==> config.mk <==
export PLATFORM = sky130hd
export DESIGN_NAME = pm_periph
export DESIGN_NICKNAME = d
export VERILOG_FILES = /design/src/rtl/pm_pkg.sv /design/src/rtl/pm_fifo.sv /design/src/rtl/pm_periph.sv
export SDC_FILE = /design/constraint.sdc
export NUM_CORES = 1
export LEC_CHECK = 0
export CAP_MARGIN = 40
export CORE_UTILIZATION = 28
export CTS_BUF_LIST = sky130_fd_sc_hd__clkbuf_16
export DETAILED_ROUTE_END_ITERATION = 6
export GPL_TIMING_DRIVEN = 0
export PLACE_DENSITY = 0.52
export SLEW_MARGIN = 0
export SYNTH_ARGS = -nofsm -noshare
export SYNTH_HDL_FRONTEND = slang
export SYNTH_SLANG_ARGS = --single-unit
==> constraint.sdc <==
create_clock -name clk -period 17.2 [get_ports clk]
set_clock_uncertainty 0.2 [all_clocks]
set_input_delay 3.44 -clock clk [delete_from_list [all_inputs] [get_ports clk]]
set_output_delay 3.44 -clock clk [all_outputs]
set_load 0.02 [all_outputs]
==> src/rtl/pm_pkg.sv <==
// Shared constants and types for the pattern-matching peripheral.
// Optional match interrupt is enabled with PM_MATCH_IRQ_EN.
package pm_pkg;

    localparam logic [31:0] PM_BASE_ADDR = 32'h0040_0000;

    // Word offsets within the decode window (daddr[4:2])
    localparam logic [2:0] OFF_CTRL        = 3'd0;
    localparam logic [2:0] OFF_PATTERN     = 3'd1;
    localparam logic [2:0] OFF_MASK        = 3'd2;
    localparam logic [2:0] OFF_DATA_STATUS = 3'd3;
    localparam logic [2:0] OFF_MATCH       = 3'd4;

    localparam int CTRL_EN  = 0;
    localparam int CTRL_CLR = 1;
    localparam int CTRL_IE  = 2;

    localparam int ST_BUSY  = 0;
    localparam int ST_EMPTY = 1;
    localparam int ST_FULL  = 2;
    localparam int ST_FOUND = 3;
    localparam int ST_OVF   = 4;
    localparam int ST_LVL   = 5;

    typedef enum logic {
        IDLE,
        SCAN
    } state_t;

endpackage

==> src/rtl/pm_fifo.sv <==
// Synchronous FIFO with occupancy level and a synchronous flush.
// Push on full and pop on empty are ignored.
module pm_fifo #(
    parameter int WIDTH = 32,
    parameter int DEPTH = 4,
    parameter int LW    = $clog2(DEPTH) + 1
) (
    input  logic             clk,
    input  logic             reset,
    input  logic             flush,
    input  logic             push,
    input  logic [WIDTH-1:0] wdata,
    input  logic             pop,
    output logic [WIDTH-1:0] rdata,
    output logic             full,
    output logic             empty,
    output logic [LW-1:0]    level
);
    localparam int AW = $clog2(DEPTH);

    logic [WIDTH-1:0] mem [DEPTH];
    logic [AW:0]      wr_ptr;
    logic [AW:0]      rd_ptr;
    logic             do_push;
    logic             do_pop;

    assign level   = wr_ptr - rd_ptr;
    assign empty   = (wr_ptr == rd_ptr);
    assign full    = (wr_ptr[AW] != rd_ptr[AW]) &&
                     (wr_ptr[AW-1:0] == rd_ptr[AW-1:0]);
    assign rdata   = mem[rd_ptr[AW-1:0]];
    assign do_push = push && !full;
    assign do_pop  = pop && !empty;

    always_ff @(posedge clk) begin
        if (do_push && !flush)
            mem[wr_ptr[AW-1:0]] <= wdata;
    end

    always_ff @(posedge clk or posedge reset) begin
        if (reset) begin
            wr_ptr <= '0;
            rd_ptr <= '0;
        end else if (flush) begin
            wr_ptr <= '0;
            rd_ptr <= '0;
        end else begin
            if (do_push)
                wr_ptr <= wr_ptr + 1'b1;
            if (do_pop)
                rd_ptr <= rd_ptr + 1'b1;
        end
    end

endmodule

==> src/rtl/pm_periph.sv <==
// Pattern-matching bus peripheral: word FIFO, byte-serial window compare.
// Define PM_MATCH_IRQ_EN to add CTRL.IE and the registered irq output.
module pm_periph
    import pm_pkg::*;
#(
    parameter logic [31:0] BASE_ADDR  = PM_BASE_ADDR,
    parameter int          FIFO_DEPTH = 4,
    parameter int          CNT_W      = 16
) (
    input  logic        clk,
    input  logic        reset,
    input  logic [31:0] daddr,
    input  logic [31:0] dwdata,
    input  logic [3:0]  dwe,
    output logic [31:0] drdata
`ifdef PM_MATCH_IRQ_EN
    ,
    output logic        irq
`endif
);
    localparam int LW = $clog2(FIFO_DEPTH) + 1;
    localparam int CW = (CNT_W < 16) ? CNT_W : 16;

    logic [2:0]  widx;
    logic        sel;
    logic        wr;
    logic        wr_ctrl;
    logic        push_req;
    logic        clr;

    logic        en;
    logic        ie;
    logic [31:0] pattern;
    logic [31:0] mask;
    logic        ovf;

    logic [31:0] fifo_rdata;
    logic        fifo_full;
    logic        fifo_empty;
    logic [LW-1:0] fifo_level;
    logic        pop;

    state_t      state, state_d;
    logic [31:0] shifter, shift_d;
    logic [1:0]  bcnt, bcnt_d;
    logic [31:0] window, win_d;
    logic [2:0]  fill, fill_d;
    logic [CNT_W-1:0] pos, pos_d;
    logic [CNT_W-1:0] count, cnt_d;
    logic [CNT_W-1:0] first_pos, fp_d;
    logic        found, found_d;
    logic [7:0]  nbyte;
    logic        match;

    assign widx     = daddr[4:2];
    assign sel      = (daddr[31:5] == BASE_ADDR[31:5]) && (widx <= OFF_MATCH);
    assign wr       = sel && (dwe == 4'hF) && (daddr[1:0] == 2'b00);
    assign wr_ctrl  = wr && (widx == OFF_CTRL);
    assign push_req = wr && (widx == OFF_DATA_STATUS);
    assign clr      = wr_ctrl && dwdata[CTRL_CLR];

    pm_fifo #(
        .WIDTH (32),
        .DEPTH (FIFO_DEPTH),
        .LW    (LW)
    ) u_fifo (
        .clk   (clk),
        .reset (reset),
        .flush (clr),
        .push  (push_req),
        .wdata (dwdata),
        .pop   (pop),
        .rdata (fifo_rdata),
        .full  (fifo_full),
        .empty (fifo_empty),
        .level (fifo_level)
    );

    always_ff @(posedge clk or posedge reset) begin
        if (reset) begin
            en      <= 1'b0;
            pattern <= '0;
            mask    <= '0;
            ovf     <= 1'b0;
        end else begin
            if (wr_ctrl)
                en <= dwdata[CTRL_EN];
            if (wr && widx == OFF_PATTERN)
                pattern <= dwdata;
            if (wr && widx == OFF_MASK)
                mask <= dwdata;
            if (clr)
                ovf <= 1'b0;
            else if (push_req && fifo_full)
                ovf <= 1'b1;
        end
    end

`ifdef PM_MATCH_IRQ_EN
    logic ie_next;
    assign ie_next = wr_ctrl ? dwdata[CTRL_IE] : ie;

    always_ff @(posedge clk or posedge reset) begin
        if (reset) begin
            ie  <= 1'b0;
            irq <= 1'b0;
        end else begin
            ie  <= ie_next;
            irq <= !clr && found && ie_next;
        end
    end
`else
    assign ie = 1'b0;
`endif

    always_comb begin
        state_d = state;
        pop     = 1'b0;
        shift_d = shifter;
        bcnt_d  = bcnt;
        win_d   = window;
        fill_d  = fill;
        pos_d   = pos;
        cnt_d   = count;
        fp_d    = first_pos;
        found_d = found;
        match   = 1'b0;
        nbyte   = shifter[{bcnt, 3'b000} +: 8];
        unique case (state)
            IDLE: begin
                if (en && !fifo_empty) begin
                    pop     = 1'b1;
                    shift_d = fifo_rdata;
                    bcnt_d  = 2'd0;
                    state_d = SCAN;
                end
            end
            SCAN: begin
                win_d  = {window[23:0], nbyte};
                fill_d = (fill == 3'd4) ? 3'd4 : fill + 3'd1;
                pos_d  = pos + CNT_W'(1);
                match  = (((win_d ^ pattern) & mask) == 32'd0) &&
                         (fill_d == 3'd4);
                if (match) begin
                    if (count != {CNT_W{1'b1}})
                        cnt_d = count + CNT_W'(1);
                    if (!found) begin
                        fp_d    = pos;
                        found_d = 1'b1;
                    end
                end
                bcnt_d = bcnt + 2'd1;
                if (bcnt == 2'd3)
                    state_d = IDLE;
            end
            default: state_d = IDLE;
        endcase
        // CLR overrides any pop or shift happening this cycle
        if (clr) begin
            state_d = IDLE;
            pop     = 1'b0;
            win_d   = '0;
            fill_d  = '0;
            pos_d   = '0;
            cnt_d   = '0;
            fp_d    = '0;
            found_d = 1'b0;
        end
    end

    always_ff @(posedge clk or posedge reset) begin
        if (reset) begin
            state     <= IDLE;
            shifter   <= '0;
            bcnt      <= '0;
            window    <= '0;
            fill      <= '0;
            pos       <= '0;
            count     <= '0;
            first_pos <= '0;
            found     <= 1'b0;
        end else begin
            state     <= state_d;
            shifter   <= shift_d;
            bcnt      <= bcnt_d;
            window    <= win_d;
            fill      <= fill_d;
            pos       <= pos_d;
            count     <= cnt_d;
            first_pos <= fp_d;
            found     <= found_d;
        end
    end

    logic [31:0] lvl32;
    logic [2:0]  lvl;
    logic [31:0] status;
    logic [31:0] match_reg;

    assign lvl32 = 32'(fifo_level);
    assign lvl   = (lvl32 > 32'd7) ? 3'd7 : lvl32[2:0];

    always_comb begin
        status           = '0;
        status[ST_BUSY]  = (state == SCAN) || !fifo_empty;
        status[ST_EMPTY] = fifo_empty;
        status[ST_FULL]  = fifo_full;
        status[ST_FOUND] = found;
        status[ST_OVF]   = ovf;
        status[ST_LVL +: 3] = lvl;
        match_reg             = '0;
        match_reg[CW-1:0]     = count[CW-1:0];
        match_reg[16 +: CW]   = first_pos[CW-1:0];
    end

    always_comb begin
        drdata = '0;
        if (sel) begin
            case (widx)
                OFF_CTRL:        drdata = {29'd0, ie, 1'b0, en};
                OFF_PATTERN:     drdata = pattern;
                OFF_MASK:        drdata = mask;
                OFF_DATA_STATUS: drdata = status;
                OFF_MATCH:       drdata = match_reg;
                default:         drdata = '0;
            endcase
        end
    end

endmodule

==> results of run 1 <==
[metal layers]
metal,global-route usage (%),vias up
met4,4.010,0
met1,22.16,4655
met5,0,-
met3,2.631,55
met2,25.58,228
li1,-,4201
[final cells by class]
| cell class | count | area, sq um | share of cell area (%) |
|---|---|---|---|
| antenna | 2 | 5.005 | 0.02904 |
| clock buffer | 35 | 875.8 | 5.081 |
| timing repair buffer | 111 | 1174 | 6.809 |
| sequential | 311 | 8423 | 48.87 |
| tap | 672 | 840.8 | 4.878 |
| multi-input combinational | 674 | 5414 | 31.41 |
| inverter | 16 | 67.56 | 0.3920 |
| buffer | 61 | 260.3 | 1.510 |
| clock inverter | 28 | 176.4 | 1.024 |
[worst register-to-register path: stages, from the launching register on]
cell and delay (ns):
dfrtp_1 0.45, clkbuf_1 0.37, buf_1 0.65, inv_1 0.11
ha_1 0.30, nand2_1 0.05, or2_2 0.32, nand3b_1 0.35
clkbuf_1 0.63, mux2_2 0.42
[sequential cells by signal, summed over array words and instances, names as in the netlist]
register	count
u_fifo.rd_ptr	3
bcnt	2
fill	3
found	1
state	1
window	24
shifter	32
first_pos	16
pattern	32
count	16
u_fifo.mem	128
pos	16
ovf	1
en	1
u_fifo.wr_ptr	3
mask	32
[stage by stage]
stage	power, uW	worst slack (ns)
after floorplan	802.7	8.514
after global routing	1571	6.529
after CTS	1537	6.802
after detailed placement	836.1	6.830
after global placement	834.7	5.639
final	1519	6.830
[power by group]
group	total (uW)	leakage (uW)	internal, uW	switching [uW]
clock	698	0.000559	389	309
combinational	47.4	0.00294	17.9	29.5
sequential	774	0.00350	774	0.0000106
[Yosys cell counts, types with 2 or more instances]
cell and instances:
dfrtp_1 183, nor2_1 145, edfxtp_1 128, mux2_2 102
mux2i_1 64, clkbuf_1 44, xor2_1 42, a22oi_1 40
a21oi_1 39, mux4_2 33, nand2_1 31, inv_1 16
nand3_1 15, ha_1 12, nand4_1 12, xnor2_1 12
a31oi_1 11, nor2b_1 11, buf_1 10, or3_1 10
nand3b_1 8, o21ai_0 8, and2_1 7, and3_1 6
nand2b_1 6, nor3_1 6, nor4_1 5, or4_1 5
buf_2 4, o211ai_1 4, o31ai_1 4, a211oi_1 3
nor3_2 3, or3b_2 3, and4b_1 2, buf_6 2
mux2i_2 2, o21a_1 2, o32ai_1 2, or2_2 2
[logic make-up (layout without fill, tap and decap cells)]
| logic type | count (synthesis) | after routing | share of synthesized area [%] |
|---|---|---|---|
| fa+ha+maj | 13 | 13 | 1.202 |
| other cells | 0 | 2 | 0 |
| mux | 202 | 202 | 18.25 |
| xor+xnor | 54 | 54 | 3.342 |
| compound gates | 120 | 120 | 5.552 |
| buf+inv | 77 | 251 | 2.263 |
| simple gates | 285 | 285 | 9.875 |
| flops | 311 | 311 | 59.52 |
[cells in the final DEF, fill, tap and decap left out, types with 4 or more instances in the layout]
master	n
inv_1	25
clkinv_2	6
or4_1	5
and3_1	6
nor3_1	6
nand2b_1	6
clkbuf_1	44
nand3_1	15
dfrtp_1	183
a31oi_1	11
nand2_1	31
o211ai_1	4
o21ai_0	8
buf_2	4
xor2_1	42
clkinv_1	8
nor4_1	5
edfxtp_1	128
ha_1	12
clkbuf_16	35
a21oi_1	39
nand3b_1	8
and2_2	4
mux2_2	102
a22oi_1	40
mux4_2	33
nor2_1	145
mux2i_1	64
clkdlybuf4s50_1	101
or3_1	10
xnor2_1	12
buf_1	10
o31ai_1	4
nor2b_1	11
nand4_1	12
buf_6	6
buf_12	4
[how the worst max path moves through the flow]
| stage | start | end | slack [ns] | depth (start not counted) |
|---|---|---|---|---|
| floorplan | daddr[3] | drdata[11] | 8.51 | 8 |
| global placement | reset | shifter[22] | 5.64 | 2 |
| detailed placement | daddr[3] | drdata[24] | 6.83 | 10 |
| CTS | daddr[3] | drdata[24] | 6.80 | 10 |
| global route | daddr[3] | drdata[25] | 6.53 | 10 |
| finish | daddr[3] | drdata[22] | 6.83 | 10 |
==> results.py, run 1 <==
metrics = {
    "status": {
        "outcome": "finished, final reports clean",
    },
    "setup_path": {
        "path_max_fanout": 10,
        "path_class": "in2out",
        "crit_family": "buffers and inverters",
        "cpPeakStageDelay_ns": 0.64,
        "rr_startpoint": "u_fifo.rd_ptr[1]",
        "arrival_ns": 6.73,
        "critPathSlowestCell": "clkdlybuf4s50_1",
        "critPathLaunchType": "primary input",
        "rr_endpoint": "shifter[16]",
        "r2r_setup_slack_ns": 13.24,
        "reg2reg_depth": 9,
        "crit_chain": "clkdlybuf4s50_1 -> clkbuf_1 -> nor2_1 -> clkbuf_1 -> and2_1 -> clkbuf_1 -> clkbuf_1 -> a21oi_1 -> nor2_1 -> clkdlybuf4s50_1",
        "path_buf_inv": 6,
        "crit_top_cell": "clkbuf_1",
        "end_kind": "primary output",
        "worstPathRequired_ns": 13.56,
    },
    "sta": {
        "finalSetupViolCount": 0,
        "rsz0062_at_grt": "false",
        "fin_crit_sh_pct": 60.29,
        "finalCriticalPeriod_ns": 10.37,
        "finalMaxSlewViolations": 0,
        "final.setup.tns_ns": 0,
        "hold_slack_ns": 0.2819,
        "maxSlewHeadroom_pct": 41.85,
        "fmaxAchievable_ghz": 0.09643,
        "hold_viol": 0,
        "worst_slew_pin_slew_ns": 0.8722,
    },
    "final_layout": {
        "final_layout_size_suffix_gt1_share_pct": 17.48,
        "fin_cells": 1910,
        "fillers": 4928,
        "num-nets-final": 1293,
        "final_util_pct": 34.50,
        "fin_area_sq_um": 17240,
        "areaGrowthSynthToFinish_pct": 21.79,
    },
    "floorplan": {
        "rows": 82,
        "fp.dieH_um": 226.8,
        "initial_core_util_pct": 28.32,
        "dieArea_sq_um": 51450,
        "core-area_sq_um": 49970,
        "ios": 102,
        "die_w_um": 226.8,
    },
    "drt": {
        "wl_per_cell_um": 20.82,
        "routedLengthMet1_um": 18210,
        "met3WireLength_um": 1937,
        "wl_um": 39760,
        "dr_wl_met2_um": 18900,
        "ant_nets": 0,
        "drcViolationCount": 0,
        "drt_pass1_iterations": 5,
        "drt_iter0_drc": 616,
        "viasPerCell": 4.785,
        "top_layer": "met4",
        "dr_total_vias": 9139,
    },
    "logic_synthesis": {
        "yosysSeqAreaShare_pct": 59.52,
        "synth_nets": 1145,
        "synthesis.area_sq_um": 14150,
        "synth_cells": 1062,
        "synth-edff-count": 128,
        "synthDistinctLibCells": 58,
        "ys.flop_type": "dfrtp_1",
        "yosysTopAreaCell": "dfrtp_1",
        "synth_seq_cells": 311,
        "netlist_top_cells_area": "dfrtp_1 32%, edfxtp_1 27%, mux2_2 8.1%, mux4_2 5.3%, mux2i_1 4.5%",
        "async_flop_share_pct": 58.84,
        "synth_warnings": 0,
        "avgSynthCellArea_sq_um": 13.33,
        "synth_top_area_share_pct": 32.36,
    },
    "grt": {
        "grt_use_total_pct": 15.90,
        "grt_overflow": 0,
        "grt_max_degree": 93,
        "grt_antenna_before_repair": 0,
        "grt_pass1_wl_um": 60190,
        "grt_pass1_vias": 9475,
    },
    "place": {
        "io_buffers": 101,
        "place_area_sq_um": 16180,
        "place_hpwl_um": 29010,
        "gp_congestion": 0.8101,
        "dp_cells": 1845,
    },
    "hold_path": {
        "min_delay_path_depth": 1,
        "holdCritStartpoint": "count[10]",
        "hp-class": "reg2reg",
        "min_to": "count[10]",
    },
    "cts": {
        "post_cts_resized": 0,
        "htree_levels": 2,
        "numCtsBuffers": 35,
        "clock_latency_ns": 0.54,
        "clock_sinks": 311,
        "cts_root_buf": "clkbuf_16",
        "cts_buffer_depth": 3,
        "cts_hold_buf": 0,
        "postCtsSetupRepairBufs": 0,
        "cts_tree": "yes",
        "clk_pin_slew_worst_paths_ns": 0.06,
    },
    "run": {
        "maxCapViolations": 0,
    },
    "pwr": {
        "ir_worst_vdd_mv": 0.05017,
        "p_leak_uw": 0.006999,
        "powerDensity_nw_per_um2": 88.12,
    },
}
Power figures use the tool's default switching activity.
==> run 2, diff against run 1 <==
--- a/config.mk
+++ b/config.mk
@@ -10,7 +10,7 @@
 export CTS_BUF_LIST = sky130_fd_sc_hd__clkbuf_16
 export DETAILED_ROUTE_END_ITERATION = 6
 export GPL_TIMING_DRIVEN = 0
-export PLACE_DENSITY = 0.52
+export PLACE_DENSITY = 0.54
 export SLEW_MARGIN = 0
 export SYNTH_ARGS = -nofsm -noshare
 export SYNTH_HDL_FRONTEND = slang
==> constraint.sdc (replaced) <==
create_clock -name clk -period 9.5 [get_ports clk]
set_clock_uncertainty 0.2 [all_clocks]
set_input_delay 1.9 -clock clk [delete_from_list [all_inputs] [get_ports clk]]
set_output_delay 1.9 -clock clk [all_outputs]
set_load 0.02 [all_outputs]
==> run 2 against run 1 <==
Sequential power rose by 81%; global-route usage is essentially flat; first-iteration DRC count is 8.0% higher; non-clock buffer count shrank 1; critical path type unchanged; core utilization increased by 0.24 points.
==> results.py, run 2 (same netlist as run 1, synthesis figures left out) <==
metrics = {
    "status": {
        "outcome": "finished, final reports clean",
    },
    "grt": {
        "grt_use_total_pct": 15.89,
        "grt_overflow": 0,
        "grtUsageMet2_pct": 26.18,
        "grt_antenna_before_repair": 0,
        "groute.layer.met1.usage_pct": 22.03,
        "grt_pass1_vias": 9556,
        "grt_use_met3_pct": 2.112,
        "grt_pass1_wl_um": 60630,
        "grt_max_degree": 106,
        "busiest_layer": "met2",
    },
    "setup_path": {
        "arrival_ns": 5.22,
        "critPathLaunchType": "primary input",
        "end_kind": "primary output",
        "worstPathRequired_ns": 7.40,
        "path_max_fanout": 10,
        "path_class": "in2out",
        "reg2reg_depth": 9,
    },
    "sta": {
        "hold_viol": 0,
        "finalCriticalPeriod_ns": 7.318,
        "fmaxAchievable_ghz": 0.1366,
        "rsz0062_at_grt": "false",
        "fin_crit_sh_pct": 77.04,
        "finalSetupViolCount": 0,
        "finalMaxSlewViolations": 0,
        "worst_slew_pin_slew_ns": 0.8995,
        "layout_setup_ws_ns": 2.182,
        "final.setup.tns_ns": 0,
        "maxSlewHeadroom_pct": 40.04,
    },
    "place": {
        "place_ws_ns": 2.203,
        "io_buffers": 101,
        "place_hpwl_um": 29200,
        "gp_congestion": 0.8418,
    },
    "floorplan": {
        "die_w_um": 226.8,
        "core-area_sq_um": 49970,
        "ios": 102,
        "rows": 82,
        "fp.dieH_um": 226.8,
        "initial_core_util_pct": 28.32,
        "dieArea_sq_um": 51450,
    },
    "drt": {
        "ant_nets": 0,
        "viasPerCell": 4.800,
        "dr_total_vias": 9168,
        "drt_pass1_iterations": 5,
        "drt_iter0_drc": 665,
        "drcViolationCount": 0,
        "wl_um": 39710,
        "wl_per_cell_um": 20.79,
    },
    "final_layout": {
        "fillers": 4935,
        "largest_reg_flops": 128,
        "num-nets-final": 1293,
        "layout_common_cells": "183 x dfrtp_1, 145 x nor2_1, 128 x edfxtp_1",
        "final_util_pct": 34.73,
        "final_common_cell": "dfrtp_1",
        "final_layout_size_suffix_gt1_share_pct": 17.87,
        "areaGrowthSynthToFinish_pct": 22.62,
    },
    "pwr": {
        "p_leak_uw": 0.007041,
        "powerDensity_nw_per_um2": 166.2,
        "ir_worst_vdd_mv": 0.09465,
    },
    "cts": {
        "htree_levels": 2,
        "numCtsBuffers": 36,
        "clk_pin_slew_worst_paths_ns": 0.05,
        "post_cts_resized": 0,
        "cts_root_buf": "clkbuf_16",
        "clock_sinks": 311,
        "clock_latency_ns": 0.54,
        "postCtsSetupRepairBufs": 0,
        "cts_buffer_depth": 3,
        "cts_hold_buf": 0,
        "cts_tree": "yes",
    },
    "hold_path": {
        "hp-class": "reg2reg",
        "min_delay_path_depth": 1,
    },
    "run": {
        "maxCapViolations": 0,
    },
}
==> run 2: cell types whose count changed in the layout (fill, tap and decap cells not counted), sizes merged <==
cell,before,now
bufinv,1,5
inv,29,26
clkbuf,79,81
buf,26,25
clkdlybuf4s18,1,0
clkinv,14,13
clkinvlp,0,1
diode,2,1
==> run 2: worst max-delay path, stage by stage <==
cell             delay [ns]
clkdlybuf4s50_1        0.54
clkbuf_1               0.38
nor2b_1                0.19
clkbuf_1               0.32
clkbuf_1               0.54
a22oi_1                0.29
nor2_1                 0.22
a21oi_1                0.09
nor2_1                 0.13
clkdlybuf4s50_1        0.62
==> run 2: where the power goes <==
group	switching [uW]	internal, uW	leakage (uW)
registers	0.0000192	1400	0.00350
clock network	566	832	0.000604
logic	52.6	32.4	0.00294
total	619	2270	0.00704
==> run 2: final timing paths <==
kind,start,end,slack (ns)
min in group asynchronous,reset,count[4],1.66
max reg2reg,u_fifo.rd_ptr[1],shifter[13],5.44
max in group asynchronous,reset,mask[20],6.47
min reg2reg,count[10],count[10],0.28
max,daddr[3],drdata[15],2.18
min,count[10],count[10],0.28
==> run 2: metal layers <==
metal	vias up	wire length (um)
li1	4210	-
met1	4721	18490
met2	190	19100
met3	47	1445
met4	0	665
met5	-	0
==> run 2: metrics by stage <==
| stage | hold WS (ns) | power (uW) | std cells | area (sq um) |
|---|---|---|---|---|
| 6_report | 0.2756 | 2884 | 1910 | 17350 |
| 5_1_grt | 0.3223 | 2973 | 1909 | 17350 |
| 4_1_cts | 0.2788 | 2914 | 1908 | 17350 |
| 3_5_place_dp | 0.2706 | 1513 | 1843 | 16160 |
| 3_3_place_gp | 0.2667 | 1510 | 1835 | 16000 |
| 2_1_floorplan | 0.2448 | 1453 | 1062 | 14150 |
==> run 2: final cells by class <==
class / count / area (sq um) / share of cell area, %
Sequential cell: 311 / 8423 / 48.54
Multi-Input combinational cell: 674 / 5414 / 31.20
Timing Repair Buffer: 110 / 1161 / 6.691
Clock buffer: 36 / 900.9 / 5.191
Tap cell: 672 / 840.8 / 4.845
Clock inverter: 29 / 284.0 / 1.637
Buffer: 61 / 260.3 / 1.500
Inverter: 16 / 67.56 / 0.3893
Antenna cell: 1 / 2.502 / 0.01442
